### config.mk
export PLATFORM = sky130hd
export DESIGN_NAME = alu_arbiter
export DESIGN_NICKNAME = d
export VERILOG_FILES = /design/src/rtl/alu_arbiter.sv
export SDC_FILE = /design/constraint.sdc
export NUM_CORES = 1
export LEC_CHECK = 0
export ABC_AREA = 1
export BUFFER_PORTS_ARGS = -buffer_cell sky130_fd_sc_hd__buf_2
export CAP_MARGIN = 5
export CELL_PAD_IN_SITES_DETAIL_PLACEMENT = 0
export CELL_PAD_IN_SITES_GLOBAL_PLACEMENT = 1
export CORE_AREA = 3 3 142 144
export CTS_BUF_LIST = sky130_fd_sc_hd__clkbuf_2 sky130_fd_sc_hd__clkbuf_4 sky130_fd_sc_hd__clkbuf_8
export DETAILED_ROUTE_END_ITERATION = 8
export DIE_AREA = 0 0 145 147
export PLACE_DENSITY = 0.81
export SLEW_MARGIN = 20
export SYNTH_ARGS = -nofsm -noshare
export SYNTH_HDL_FRONTEND = slang
export SYNTH_SLANG_ARGS = --single-unit
### constraint.sdc
create_clock -name clk -period 3.55 [get_ports clk]
set_clock_uncertainty 0.15 [all_clocks]
set_input_delay 0.355 -clock clk [delete_from_list [all_inputs] [get_ports clk]]
set_output_delay 0.355 -clock clk [all_outputs]
set_load 0.005 [all_outputs]
### src/rtl/alu_arbiter.sv
// Round-robin arbiter sharing one two-stage ALU between NREQ lanes.
// Supports a per-lane lock for back-to-back issue and tags each op with
// its lane ID through the fixed 2-cycle ALU latency.
module alu_arbiter #(
   parameter int NREQ     = 4,
   parameter int IDW      = 2,
   parameter int LOCK_MAX = 15
) (
   input  logic                 clk,
   input  logic                 reset,
   input  logic [NREQ-1:0]      req,
   input  logic [NREQ-1:0]      req_lock,
   input  logic [16*NREQ-1:0]   req_pc,
   input  logic [16*NREQ-1:0]   req_ins,
   input  logic [16*NREQ-1:0]   req_op1,
   input  logic [16*NREQ-1:0]   req_op2,
   output logic [NREQ-1:0]      gnt,
   output logic [15:0]          alu_pc,
   output logic [15:0]          alu_ins,
   output logic [15:0]          alu_op1,
   output logic [15:0]          alu_op2,
   input  logic [15:0]          alu_result,
   output logic                 rsp_valid,
   output logic [IDW-1:0]       rsp_id,
   output logic [15:0]          rsp_data,
   output logic                 locked
);

   localparam int CW = $clog2(LOCK_MAX + 1);

   localparam logic [0:0] ST_IDLE   = 1'b0;
   localparam logic [0:0] ST_LOCKED = 1'b1;

   logic [0:0]     state;
   logic [IDW-1:0] ptr;
   logic [IDW-1:0] owner;
   logic [CW-1:0]  idle_cnt;

   logic           gnt_any;
   logic [IDW-1:0] gid;
   logic [IDW-1:0] cand;
   logic [IDW-1:0] gid_next;
   logic [IDW-1:0] owner_next;

   logic           s1_v, s2_v;
   logic [IDW-1:0] s1_id, s2_id;

   assign gid_next   = IDW'((32'(gid) + 32'd1) % 32'(NREQ));
   assign owner_next = IDW'((32'(owner) + 32'd1) % 32'(NREQ));

   // Grant selection: owner-only while locked, round-robin from ptr otherwise
   always_comb begin
      gnt     = '0;
      gid     = '0;
      gnt_any = 1'b0;
      cand    = '0;
      if (!reset) begin
         if (state == ST_LOCKED) begin
            if (req[owner]) begin
               gnt[owner] = 1'b1;
               gid        = owner;
               gnt_any    = 1'b1;
            end
         end else begin
            for (int unsigned k = 0; k < 32'(NREQ); k++) begin
               cand = IDW'((32'(ptr) + k) % 32'(NREQ));
               if (!gnt_any && req[cand]) begin
                  gnt[cand] = 1'b1;
                  gid       = cand;
                  gnt_any   = 1'b1;
               end
            end
         end
      end
   end

   // ALU operand mux; idle cycles issue ADD 0,0 whose result is dropped
   always_comb begin
      alu_pc  = '0;
      alu_ins = '0;
      alu_op1 = '0;
      alu_op2 = '0;
      if (gnt_any) begin
         alu_pc  = req_pc [16*int'(gid) +: 16];
         alu_ins = req_ins[16*int'(gid) +: 16];
         alu_op1 = req_op1[16*int'(gid) +: 16];
         alu_op2 = req_op2[16*int'(gid) +: 16];
      end
   end

   // Arbitration state: round-robin pointer, lock ownership, idle timeout
   always_ff @(posedge clk) begin
      if (reset) begin
         state    <= ST_IDLE;
         ptr      <= '0;
         owner    <= '0;
         idle_cnt <= '0;
      end else if (state == ST_IDLE) begin
         if (gnt_any) begin
            if (req_lock[gid]) begin
               state    <= ST_LOCKED;
               owner    <= gid;
               idle_cnt <= '0;
            end else begin
               ptr <= gid_next;
            end
         end
      end else begin
         // An owner grant takes priority over the idle timeout
         if (gnt_any) begin
            idle_cnt <= '0;
            if (!req_lock[owner]) begin
               state <= ST_IDLE;
               ptr   <= owner_next;
            end
         end else if (idle_cnt == CW'(LOCK_MAX - 1)) begin
            state    <= ST_IDLE;
            ptr      <= owner_next;
            idle_cnt <= '0;
         end else begin
            idle_cnt <= idle_cnt + CW'(1);
         end
      end
   end

   // Lane-ID tag pipeline matching the two ALU stages
   always_ff @(posedge clk) begin
      if (reset) begin
         s1_v  <= 1'b0;
         s1_id <= '0;
         s2_v  <= 1'b0;
         s2_id <= '0;
      end else begin
         s1_v  <= gnt_any;
         s1_id <= gid;
         s2_v  <= s1_v;
         s2_id <= s1_id;
      end
   end

   assign rsp_valid = s2_v;
   assign rsp_id    = s2_id;
   assign rsp_data  = alu_result;
   assign locked    = (state == ST_LOCKED);

endmodule

==> reports/results.tsv <==
metric	value	unit
clock share of power	3.4	%
worst path arrival time	2.79	ns
# rows	50	
Worst Hold End	rsp_valid	
Hold Path Class	reg2reg	
setup_tns	0	ns
first-pass iteration count of the detailed router	5	
share of the synthesized area in the top cell type	37.8	%
switching power	2470	uW
Final period util	92.9	%
Worst R2R Path Depth	16	
most frequent cell after synthesis	nand2_1	
chip height	147	um
initial antenna violation count	2	
Syn Inst Count	722	
initial DRC count	340	
Cell variety after synth	33	
Reg clk slew, reported paths	0.06	ns
origin of the critical flop-to-flop path	ptr[0]	
most frequent cells after synthesis	nand2_1, a31oi_1, o21ai_1	
max frequency	0.303	GHz
non-filler cells, final	1275	
layout cells sized above 1	38.7	%
Clock Latency Late Sink	0.25	ns
core area	0.0188	mm2
initial core utilization	19.7	%
Switching Share	59.1	%
RR Endpoint	ptr[0]	
EDFF count, synth	0	
CTS resizes	0	
Routed Antenna Nets	0	
number of global-route vias before repair	5476	
CTS sink cnt	15	
CTS tree	built	
cell family with most CP delay	buffers and inverters	
Setup Viol. Count Final	0	
clk root buf	clkbuf_8	
CTS Buf Count	3	
Worst setup SP type	flip-flop	
DIE WIDTH	145	um
Yosys reg bits	15	
status	finished clean	
worst setup margin	0.254	ns
hold path cells	2	
synthesis-to-layout area growth	51.9	%
DP Worst Slack	0.330	ns
Comb pwr share	90.3	%
WL/cell	15.4	um
final wirelength	19600	um
crit path buf inv count	6	
mapped cell area	0.00371	mm2
CTS Buffer Depth	2	
# DRC	0	
ys flop type	dfxtp_1	
Max VDD drop	0.218	mV
Setup CP Type	reg2out	
gr usage total	16.6	%
Avg Cell Area, Syn	5.14	um2
max-cap viol count	0	
first-pass GRT wire length	29300	um
sequential area share after synthesis	8.09	%
# IOs	370	
Levels on crit path	17	
Cell Chain, Critical Path	inv_6 > ha_1 > inv_1 > nand3_2 > nand2_2 > inv_2 > o21ai_1 > nand2_1 > nand3_2 > nand2_8 > clkinv_8 > buf_4 > nand2_1 > nand2_1 > o21ai_1 > a31oi_1 > buf_2	
most frequent CP cell	nand2_1	
GRT overflow	0	
worst-path maximum fanout	24	
top cell type by total area after synthesis	nand2_1	
Setup Buffers After CTS	0	
Crit path largest cell delay	0.37	ns
H-tree levels	1	
syn nets	1014	
Pwr Total	4180	uW
Final HPWL DP	15800	um
Worst-Margin Slew	0.417	ns
fin util	29.9	%
hold buffers post-CTS	0	
gp weighted congestion	0.960	
FILL cells	2158	
total die area	0.0213	mm2
Yosys Warn Count	0	
fin crit period	3.30	ns
IO buf count	337	
Crit. End Element	output port	
Critical Path RT	3.04	ns
pin count of the biggest net entering global routing	70	
PD cells	741	mW/mm2
Hold Crit Start	s1_v	
vias	5859	
ys async rst share	0	%
flop2flop setup slack	0.76	ns
P_int	1710	uW
Slew Limit Fails	0	
Synth area leaders	nand2_1, a31oi_1, dfxtp_1	
leakage power	0.00326	uW
CP max stage cell	ha_1	
RSZ-0062 raised after global routing	false	
placed cell count	1268	
Flop pwr share	6.3	%
DR vias/cell	4.60	
Final #Nets	1306	
Rel. slew slack	72.2	%
final hold violations	0	
-- sequential cells by signal (all words and copies together) (netlist names) --
signal,cells
rsp_valid,1
rsp_id,2
locked,1
idle_cnt,4
owner,2
s1_id,2
s1_v,1
ptr,2
-- tightest hold or removal path: stages (launching register included) --
cell     delay, ns
dfxtp_1       0.30
inv_1         0.04
nor2_1        0.03
-- area by class of cell --
cell class / count / area (um2) / area share [%]
diodes: 2 / 5.00 / 0.0888
clock buffers: 3 / 41.3 / 0.732
clock inverters: 1 / 5.00 / 0.0888
inverters: 34 / 145 / 2.57
multi-input cells: 604 / 2870 / 50.8
flip-flops and latches: 15 / 302 / 5.35
well taps: 260 / 325 / 5.77
repair buffers: 356 / 1950 / 34.6
-- cells in the final DEF, fill, tap and decap left out, types with 2 or more instances in the layout --
master,n
inv_2,6
nor2_8,2
buf_2,337
a22oi_1,3
diode_2,2
buf_12,5
o21ai_0,25
nand3_2,7
nand2_2,6
buf_16,2
clkbuf_8,3
nand2_4,3
a221oi_1,4
dfxtp_1,14
buf_4,11
a21oi_1,11
ha_1,10
nand3_1,19
inv_1,25
nand4_1,4
o21ai_1,46
nor2_1,15
nand2_1,373
a31oi_1,66
-- metrics by stage --
stage          instance area (um2)  hold slack (ns)
6_report                      5640            0.252
5_1_grt                       5640            0.283
4_1_cts                       5570            0.255
3_5_place_dp                  5520            0.245
3_3_place_gp                  5520            0.247
2_1_floorplan                 3710            0.238
-- cell families after synthesis --
group                    Yosys count  synth area share, %
flip-flops                        15                 8.09
AND/OR/NAND/NOR                  436                 48.9
AO/OA/AOI/OAI                    156                 24.0
adder cells (fa/ha/maj)           10                 3.37
XOR/XNOR                           2                0.472
buffers and inverters            103                 15.2
-- worst max path at each step --
stage,to,startpoint
after detailed placement,alu_op2[6],ptr[0]
final,alu_pc[6],ptr[0]
after CTS,alu_op2[6],ptr[0]
after global routing,alu_ins[13],ptr[0]
after floorplan,alu_ins[10],ptr[0]
after global placement,alu_op2[6],ptr[0]
-- per-layer routing --
metal / up-vias / wire length (um) / global-route usage [%]
met5: - / 0 / 0
met4: 0 / 350 / 3.52
met3: 25 / 1350 / 2.00
met2: 287 / 9760 / 29.7
met1: 2616 / 8160 / 21.5
li1: 2931 / - / -
-- power groups by stage --
stage | clock [uW] | sequential (uW) | combinational, uW
2_1_floorplan | 0 | 251 | 2480
3_3_place_gp | 0 | 264 | 3700
3_5_place_dp | 0 | 265 | 3670
4_1_cts | 151 | 261 | 3690
5_1_grt | 158 | 268 | 4240
6_report | 143 | 261 | 3770
Note: power is estimated with default switching activity, not from simulation.
